### src/rtl/ntlm_candidate_chunk_gen_if.sv
// Handshake and configuration bundle for the NTLM candidate chunk generator.
// master: the controller/consumer side, slave: the generator itself.
interface ntlm_candidate_chunk_gen_if #(
    parameter int LEN_W = 5
);
    logic             start;
    logic [15:0]      min_char;
    logic [15:0]      max_char;
    logic [LEN_W-1:0] min_len;
    logic [LEN_W-1:0] max_len;
    logic             chunk_ready;
    logic             chunk_valid;
    logic [511:0]     chunk;
    logic [LEN_W-1:0] cur_len;
    logic             busy;
    logic             done;

    modport master (
        output start, min_char, max_char, min_len, max_len, chunk_ready,
        input  chunk_valid, chunk, cur_len, busy, done
    );

    modport slave (
        input  start, min_char, max_char, min_len, max_len, chunk_ready,
        output chunk_valid, chunk, cur_len, busy, done
    );
endinterface

### src/rtl/ntlm_candidate_chunk_gen.sv
// NTLM candidate chunk generator: sweeps every password over a UTF-16LE
// charset range and length range, presenting each as a padded MD5 block.
// Optional macro NTLM_ALNUM_SKIP_EN: the character increment jumps over the
// gaps between '9'/'A' and 'Z'/'a' so only alphanumerics are produced.
module ntlm_candidate_chunk_gen #(
    parameter int MAX_CHARS = 16,
    parameter int LEN_W     = 5
) (
    input logic                       clk,
    input logic                       reset,
    ntlm_candidate_chunk_gen_if.slave bus
);
    localparam logic [1:0] S_IDLE = 2'd0;
    localparam logic [1:0] S_RUN  = 2'd1;
    localparam logic [1:0] S_DONE = 2'd2;

    logic [1:0]                 state;
    logic                       pend;      // config latched, evaluated next cycle
    logic [15:0]                cfg_min;
    logic [15:0]                cfg_max;
    logic [LEN_W-1:0]           cfg_minl;
    logic [LEN_W-1:0]           cfg_maxl;
    logic [MAX_CHARS-1:0][15:0] chars;
    logic [MAX_CHARS-1:0][15:0] adv_chars;
    logic [LEN_W-1:0]           len;
    logic                       adv_carry;
    logic                       cfg_bad;
    logic [511:0]               chunk_c;

    function automatic logic [15:0] char_inc(input logic [15:0] c);
`ifdef NTLM_ALNUM_SKIP_EN
        if (c == 16'h0039)
            return 16'h0041;
        else if (c == 16'h005A)
            return 16'h0061;
        else
            return c + 16'd1;
`else
        return c + 16'd1;
`endif
    endfunction

    assign cfg_bad = (cfg_minl == '0) || (int'(cfg_maxl) > MAX_CHARS) ||
                     (cfg_minl > cfg_maxl) || (cfg_min > cfg_max);

    // Odometer step: char 0 is least significant. A char counts as "at top"
    // when its successor would pass max_char, so an unreachable max_char
    // (inside a skipped gap) still wraps correctly.
    always_comb begin
        adv_chars = chars;
        adv_carry = 1'b1;
        for (int unsigned i = 0; i < MAX_CHARS; i++) begin
            if (adv_carry && (LEN_W'(i) < len)) begin
                if ((chars[i] == cfg_max) || (char_inc(chars[i]) > cfg_max)) begin
                    adv_chars[i] = cfg_min;
                end else begin
                    adv_chars[i] = char_inc(chars[i]);
                    adv_carry    = 1'b0;
                end
            end
        end
    end

    // Assemble the padded MD5 block from the character registers and length.
    always_comb begin
        chunk_c = '0;
        if (state == S_RUN) begin
            for (int unsigned i = 0; i < MAX_CHARS; i++)
                if (LEN_W'(i) < len)
                    chunk_c[16*i +: 16] = chars[i];
            for (int unsigned i = 1; i <= MAX_CHARS; i++)
                if (LEN_W'(i) == len)
                    chunk_c[16*i +: 8] = 8'h80;
            chunk_c[479:448] = 32'(len) << 4;
        end
    end

    // Control FSM, configuration latch and candidate state.
    always_ff @(posedge clk) begin
        if (!reset) begin
            state    <= S_IDLE;
            pend     <= 1'b0;
            cfg_min  <= '0;
            cfg_max  <= '0;
            cfg_minl <= '0;
            cfg_maxl <= '0;
            chars    <= '0;
            len      <= '0;
        end else begin
            case (state)
                S_IDLE: begin
                    if (pend) begin
                        pend <= 1'b0;
                        if (cfg_bad) begin
                            state <= S_DONE;
                        end else begin
                            state <= S_RUN;
                            len   <= cfg_minl;
                            chars <= {MAX_CHARS{cfg_min}};
                        end
                    end else if (bus.start) begin
                        pend     <= 1'b1;
                        cfg_min  <= bus.min_char;
                        cfg_max  <= bus.max_char;
                        cfg_minl <= bus.min_len;
                        cfg_maxl <= bus.max_len;
                    end
                end
                S_RUN: begin
                    if (bus.chunk_ready) begin
                        if (!adv_carry) begin
                            chars <= adv_chars;
                        end else if (len < cfg_maxl) begin
                            len   <= len + 1'b1;
                            chars <= {MAX_CHARS{cfg_min}};
                        end else begin
                            state <= S_DONE;
                            len   <= '0;
                        end
                    end
                end
                S_DONE:  state <= S_IDLE;
                default: state <= S_IDLE;
            endcase
        end
    end

    assign bus.chunk_valid = (state == S_RUN);
    assign bus.chunk       = chunk_c;
    assign bus.cur_len     = len;
    assign bus.busy        = (state == S_RUN);
    assign bus.done        = (state == S_DONE);
endmodule

### src/flat_wrapper.sv
// flat-port wrapper written by rule: the top's interface ports become plain ports
module ntlm_candidate_chunk_gen_flat 
#(
    parameter int MAX_CHARS = 16,
    parameter int LEN_W     = 5
)
  (clk, reset, bus_start, bus_min_char, bus_max_char, bus_min_len, bus_max_len, bus_chunk_ready, bus_chunk_valid, bus_chunk, bus_cur_len, bus_busy, bus_done);
  ntlm_candidate_chunk_gen_if #(.LEN_W(LEN_W)) bus_i ();
  input logic clk;
  input logic reset;
  input wire logic [$bits(bus_i.start)-1:0] bus_start;
  input wire logic [$bits(bus_i.min_char)-1:0] bus_min_char;
  input wire logic [$bits(bus_i.max_char)-1:0] bus_max_char;
  input wire logic [$bits(bus_i.min_len)-1:0] bus_min_len;
  input wire logic [$bits(bus_i.max_len)-1:0] bus_max_len;
  input wire logic [$bits(bus_i.chunk_ready)-1:0] bus_chunk_ready;
  output wire logic [$bits(bus_i.chunk_valid)-1:0] bus_chunk_valid;
  output wire logic [$bits(bus_i.chunk)-1:0] bus_chunk;
  output wire logic [$bits(bus_i.cur_len)-1:0] bus_cur_len;
  output wire logic [$bits(bus_i.busy)-1:0] bus_busy;
  output wire logic [$bits(bus_i.done)-1:0] bus_done;
  assign bus_i.start = bus_start;
  assign bus_i.min_char = bus_min_char;
  assign bus_i.max_char = bus_max_char;
  assign bus_i.min_len = bus_min_len;
  assign bus_i.max_len = bus_max_len;
  assign bus_i.chunk_ready = bus_chunk_ready;
  assign bus_chunk_valid = bus_i.chunk_valid;
  assign bus_chunk = bus_i.chunk;
  assign bus_cur_len = bus_i.cur_len;
  assign bus_busy = bus_i.busy;
  assign bus_done = bus_i.done;
  ntlm_candidate_chunk_gen #(.MAX_CHARS(MAX_CHARS), .LEN_W(LEN_W)) u_core (.clk(clk), .reset(reset), .bus(bus_i));
endmodule
### config.mk
export PLATFORM = sky130hd
export DESIGN_NAME = ntlm_candidate_chunk_gen_flat
export DESIGN_NICKNAME = d
export VERILOG_FILES = /design/src/rtl/ntlm_candidate_chunk_gen_if.sv /design/src/rtl/ntlm_candidate_chunk_gen.sv /design/src/flat_wrapper.sv
export SDC_FILE = /design/constraint.sdc
export NUM_CORES = 2
export LEC_CHECK = 0
export CAP_MARGIN = 20
export CORE_UTILIZATION = 50
export DETAILED_ROUTE_END_ITERATION = 7
export PLACE_DENSITY = 0.88
export SYNTH_ARGS = -nofsm -noshare
export SYNTH_HDL_FRONTEND = slang
export SYNTH_SLANG_ARGS = --single-unit
### constraint.sdc
create_clock -name clk -period 4.9 [get_ports clk]
set_clock_uncertainty 0.05 [all_clocks]
set_input_delay 1.47 -clock clk [delete_from_list [all_inputs] [get_ports clk]]
set_output_delay 1.47 -clock clk [all_outputs]
set_load 0.005 [all_outputs]
# --- After elaboration in Yosys (flattened, before gate mapping) ---
# Index checks and enable logic that the tools add are counted.
classes:
  reduce_logical: 56
  n_addsub: 17
  order_cmp: 36
  mux: 118
  bitwise: 1
  eq_ne: 56
ops:
  columns: ["cell", "count"]
  rows:
  - ["256-bit 2-to-1 mux", 5]
  - ["16-bit 2-to-1 mux", 48]
  - ["256-bit one-hot mux with 2 select lines", 1]
  - ["16-bit greater-than comparator", 17]
  - ["264-bit 2-to-1 mux", 1]
  - ["16-bit by 1-bit adder with 16-bit output (second input constant)", 16]
  - ["16-bit == test", 16]
  - ["8-bit 2-to-1 mux", 16]
  - ["6-bit AND reduction", 16]
  - ["3-bit by 1-bit != test with 1-bit output (second input constant)", 16]
  - ["4-bit by 5-bit == test with 1-bit output (first input constant)", 8]
  - ["4-bit by 5-bit less-than comparator with 1-bit output (first input constant)", 8]
  - ["1-bit 2-to-1 mux", 34]
  - ["5-bit 2-to-1 mux", 5]
  - ["3-bit by 5-bit == test with 1-bit output (first input constant)", 4]
  - ["3-bit by 5-bit less-than comparator with 1-bit output (first input constant)", 4]
  - ["1-bit logical OR", 19]
  - ["1-bit logical AND", 15]
  - ["2-bit by 5-bit == test with 1-bit output (first input constant)", 2]
  - ["1-bit by 5-bit less-than comparator with 1-bit output (first input constant)", 2]
  - ["2-bit by 5-bit less-than comparator with 1-bit output (first input constant)", 2]
  - ["2-bit 2-to-1 mux", 5]
  - ["5-bit one-hot mux with 2 select lines", 1]
  - ["9-bit 2-to-1 mux", 1]
  - ["other kinds (19)", 22]
totals:
  reg_bits: 306
  in_bits: 46

# --- Depth between registers and ports, before layout ---
logic_depth:
  depth_word: 38
  ltp_mapped: 26
  depth_no_buf: 21

# --- Worst setup path after synthesis ---
# Ideal clock, no wire load.
synth_path:
  path_kind: "reg2reg"
  start: "register u_core.chars[226] (netlist name)"
  end: "register u_core.chars[224] (netlist name)"
  path_buffers: 2
  required_time_ps: 4734
  period_less_slack_ps: 5207
  arrival_ps: 5040
  setup_slack_ps: -307
  path_stages_with_launch: 23
  cell_sequence: "dfxtp_1 > clkbuf_1 > nand3_1 > or2_2 > nor2_1 > and3_1 > nand3_1 > or2_2 > nor2_1 > xor2_1 > ha_1 > and4_1 > nand4_1 > a211o_1 > o221a_2 > a22oi_1 > a2bb2oi_1 > and2_1 > or3b_1 > a41oi_2 > buf_4 > o22ai_1 > a31o_2"
synth_via:
  elab_chain_cells: 10
  word_cells_on_any_way: 17
  cone_classes: "add/sub: 1; order compare: 1; eq/ne: 3; mux: 9; reduce/logical: 3"
synth_lines:
  columns: ["item", "line_no", "rtl"]
  rows:
  - ["start: declaration", "ntlm_candidate_chunk_gen.sv:23", "logic [MAX_CHARS-1:0][15:0] chars;"]
  - ["start signal: assignment", "ntlm_candidate_chunk_gen.sv:99", "chars <= {MAX_CHARS{cfg_min}};"]
  - ["start signal: assignment", "ntlm_candidate_chunk_gen.sv:112", "chars <= adv_chars;"]
  - ["start signal: assignment", "ntlm_candidate_chunk_gen.sv:115", "chars <= {MAX_CHARS{cfg_min}};"]
  - ["16-bit by 1-bit adder with 16-bit output", "ntlm_candidate_chunk_gen.sv:39", "return c + 16'd1;"]
  - ["16-bit greater-than comparator", "ntlm_candidate_chunk_gen.sv:54", "if ((chars[i] == cfg_max) || (char_inc(chars[i]) > cfg_max)) begin"]
  - ["1-bit logical OR *", "ntlm_candidate_chunk_gen.sv:54", null]
  - ["1-bit 2-to-1 mux", "ntlm_candidate_chunk_gen.sv:54", null]
  - ["1-bit 2-to-1 mux", "ntlm_candidate_chunk_gen.sv:53", "if (adv_carry && (LEN_W'(i) < len)) begin"]
  - ["1-bit 2-to-1 mux or 1-bit logical AND (tied branches)", "ntlm_candidate_chunk_gen.sv:54, ntlm_candidate_chunk_gen.sv:53", null]
  - ["1-bit 2-to-1 mux", "ntlm_candidate_chunk_gen.sv:53", null]
  - ["256-bit 2-to-1 mux", "ntlm_candidate_chunk_gen.sv:111", "if (!adv_carry) begin"]
  - ["256-bit 2-to-1 mux", "ntlm_candidate_chunk_gen.sv:110", "if (bus.chunk_ready) begin"]
  - ["256-bit one-hot mux with 2 select lines", "ntlm_candidate_chunk_gen.sv:90", "case (state)"]
# Mark *: on every way between the ends. The rest lies on a longest branch, timed or not. The select of a mux whose other input is x is not followed.
# A chain may end at the register's enable or synchronous reset.

# --- Final worst setup path ---
layout_path:
  start: "register u_core.chars[48] (netlist name)"
  end: "register u_core.chars[133] (netlist name)"
layout_via:
  elab_chain_cells: 32
  word_cells_on_any_way: 48
  cone_classes: "add/sub: 1; order compare: 1; eq/ne: 3; mux: 29; reduce/logical: 14"
layout_lines:
  columns: ["item", "line_no"]
  rows:
  - ["16-bit by 1-bit adder with 16-bit output", "ntlm_candidate_chunk_gen.sv:39"]
  - ["16-bit greater-than comparator", "ntlm_candidate_chunk_gen.sv:54"]
  - ["1-bit logical OR *", "ntlm_candidate_chunk_gen.sv:54"]
  - ["1-bit 2-to-1 mux *", "ntlm_candidate_chunk_gen.sv:54"]
  - ["1-bit 2-to-1 mux *", "ntlm_candidate_chunk_gen.sv:53"]
  - ["1-bit 2-to-1 mux or 1-bit logical AND (tied branches)", "ntlm_candidate_chunk_gen.sv:54, ntlm_candidate_chunk_gen.sv:53"]
  - ["1-bit 2-to-1 mux *", "ntlm_candidate_chunk_gen.sv:53"]
  - ["1-bit 2-to-1 mux or 1-bit logical AND (tied branches)", "ntlm_candidate_chunk_gen.sv:54, ntlm_candidate_chunk_gen.sv:53"]
  - ["[... 16 more ...]", null]
  - ["1-bit 2-to-1 mux", "ntlm_candidate_chunk_gen.sv:53"]
  - ["1-bit 2-to-1 mux or 1-bit logical AND (tied branches)", "ntlm_candidate_chunk_gen.sv:54, ntlm_candidate_chunk_gen.sv:53"]
  - ["1-bit 2-to-1 mux", "ntlm_candidate_chunk_gen.sv:53"]
  - ["1-bit 2-to-1 mux or 1-bit logical AND (tied branches)", "ntlm_candidate_chunk_gen.sv:54, ntlm_candidate_chunk_gen.sv:53"]
  - ["1-bit 2-to-1 mux", "ntlm_candidate_chunk_gen.sv:53"]
  - ["256-bit 2-to-1 mux", "ntlm_candidate_chunk_gen.sv:111"]
  - ["256-bit 2-to-1 mux", "ntlm_candidate_chunk_gen.sv:110"]
  - ["256-bit one-hot mux with 2 select lines", "ntlm_candidate_chunk_gen.sv:90"]
# Marks and branches as above.

==> results.tsv <==
metric	value	unit
status	finished with violations	
violations	negative setup slack	
htreeDepth	2	
clockRootBuffer	clkbuf_16	
wl_per_cell	25.2	um
numPortBuffers	315	
syn2layout_area_growth	26.3	%
route.vias.total	36900	
die_w	257	um
switching_power	10.3	mW
fin_crit	5.14	ns
ys_seq_area_share	18.8	%
dp_cells	5600	
synthArstFlopShare	0	%
slew_headroom	9.97	%
ioPinCount	566	
ant_nets	0	
critical_path_required	5.32	ns
antenna_found_initial	5	
cts_tree	done	
slew_viol_final	0	
core	64300	um2
p_comb_share	69.3	%
cp_max_fo	8	
synth_flop_cell	dfxtp_1	
fin_total_pwr	20.4	mW
ff_latch_area	6170	um2
cts_hold_buf	0	
synth_area	32600	um2
drt_iter0_drc	5928	
wl	145	mm
ys_types	93	
cts_buffers	38	
maxCapViolCount	0	
grt_max_degree	193	
design_area	41100	um2
setup_ws	-0.244	ns
clk_pin_slew	0.07	ns
multi_input_area	24500	um2
ir_drop	648	uV
synth-edff-count	0	
final_cells	5747	
p_leak	18.8	nW
start_kind	flip-flop	
critPathKind	flip-flop to flip-flop	
cts_buffer_depth	3	
die_y	257	um
setup_tns	-10.29	ns
power.share.clock	15.2	%
finalWeightedCongestion	1.03	
endpoint_kind	flip-flop	
rsz0062_at_grt	true	
arrival	5.56	ns
final-setup-viol-count	174	
p_per_area	497	nW/um2
hold_viol_final	0	
start_util	50.6	%
clock_latency	0.61	ns
synth.avg_cell_area	7.40	um2
fillers	5084	
grt_overflow	0	
final_common_cell	buf_4	
grt_pass1_wl	205	mm
p_int	10.1	mW
firstDrtPassIters	7	
dieArea	66200	um2
hold_path.class	flip-flop to flip-flop	
dpl_cell_area	37900	um2
drc_errors	0	
track_usage	40.5	%
viasPerCell	6.43	
seqPwrFrac	15.5	%
ys_seq_elements	306	
nets	5210	
grt_pass1_vias	33300	
place_hpwl	95.0	mm
synthCells	4401	
drive_above_1_share	17.7	%
fin_crit_sh	105	%
switching_share	50.5	%
cts.sinks	306	
worstMarginPinSlew	1.35	ns
layout_common_cells	461 x buf_4, 389 x nand2_1, 354 x a21oi_1	
rows	93	
synth_warnings	0	
max_freq	194	MHz
per-layer routing:
layer | track usage (%) | up-vias | routed length (um)
met1 | 49.5 | 16900 | 49700
met3 | 12.9 | 1011 | 22800
met5 | 0 | - | 135
met2 | 59.1 | 3117 | 58500
met4 | 30.2 | 10 | 13900
li1 | - | 15900 | -
timing repair:
item / in CTS / in global routing
gates cloned: 0 / 14
resized for setup: 20 / 256
pin swaps: 2 / 81
endpoints found under the hold margin: 0 / 0
setup endpoints to repair: 261 / 278
setup buffers: 2 / 64
Yosys cell counts, types with 80 or more instances:
library cell	count	area, um2
o211ai_1	80	601
dfxtp_1	306	6130
ha_1	300	3750
o21ai_0	177	886
nor2_1	245	920
clkbuf_1	285	1070
a21oi_1	362	1810
nand2_1	392	1470
buf_2	95	475
xnor2_1	170	1490
and2_1	153	957
nand3_1	168	841
nor3_1	111	556
buf_4	256	1920
and3_1	155	970
o22ai_1	96	601
xor2_1	296	2590
nor4_1	82	513
sequential cells by signal, indices dropped and copies added, names as in the netlist:
name	flops
u_core.chars	256
u_core.cfg_max	16
u_core.cfg_min	16
u_core.bus.cur_len	5
u_core.cfg_maxl	5
u_core.cfg_minl	5
u_core.state	2
u_core.pend	1
worst max-delay path: stages, from the launching register on:
cell       delay [ns]
dfxtp_2          0.37
ha_1             0.23
nand3_1          0.12
nor2_1           0.16
nand3_1          0.14
nor2_2           0.17
buf_4            0.13
xor2_1           0.20
ha_1             0.29
nand4_1          0.18
inv_1            0.11
a221oi_2         0.57
o211a_1          0.22
o21ai_1          0.10
buf_4            0.17
o22a_2           0.26
nand3_4          0.16
buf_6            0.13
o21ai_4          0.07
buf_6            0.16
buf_6            0.13
nor2_4           0.27
clkbuf_16        0.23
mux2i_1          0.26
o22ai_1          0.10
cells by family (layout without fill, tap and decap cells):
logic type	after synthesis	count (layout)	share of synthesized area [%]
buffers and inverters	740	979	12.0
xor gates and xnor gates	466	466	12.5
DFF	306	306	18.8
AOI/OAI and AO/OA	972	972	18.4
muxes	92	92	2.88
and+or+nand+nor	1524	1526	23.8
other	1	251	0.0115
adders and majority gates	300	300	11.5
cell type report:
| class | count | area share, % |
|---|---|---|
| antenna | 1 | 0.00608 |
| clock buffer | 54 | 2.63 |
| clock inverter | 13 | 0.523 |
| inverter | 64 | 0.608 |
| multi-input combinational | 3606 | 59.5 |
| sequential | 306 | 15.0 |
| tap | 855 | 2.60 |
| timing repair buffer | 848 | 19.1 |
worst paths after layout:
path,cells after the start,slack (ns),end,from
min reg2reg,2,0.44,u_core.cfg_maxl[3],u_core.cfg_maxl[3]
max reg2reg,24,-0.24,u_core.chars[133],u_core.chars[48]
max,24,-0.24,u_core.chars[133],u_core.chars[48]
min,2,0.44,u_core.cfg_maxl[3],u_core.cfg_maxl[3]
power by group through the flow:
| stage | clock (mW) | sequential [mW] | combinational [mW] |
|---|---|---|---|
| after floorplan | 0 | 2.97 | 7.08 |
| after CTS | 3.06 | 3.12 | 11.5 |
| after global placement | 0 | 3.16 | 11.0 |
| after detailed placement | 0 | 3.17 | 11.3 |
| final | 3.11 | 3.18 | 14.2 |
| after global routing | 3.16 | 3.19 | 14.7 |
metrics by stage:
step,util (%),hold slack [ns],setup slack [ns]
after floorplan,-,0.386,0.00425
after global placement,58.9,0.412,0.000176
after detailed placement,59.0,0.428,-0.249
after CTS,61.1,0.434,0.000747
after global routing,63.9,0.461,-0.334
final,63.9,0.440,-0.244
Note: power is estimated with default switching activity, not from simulation.
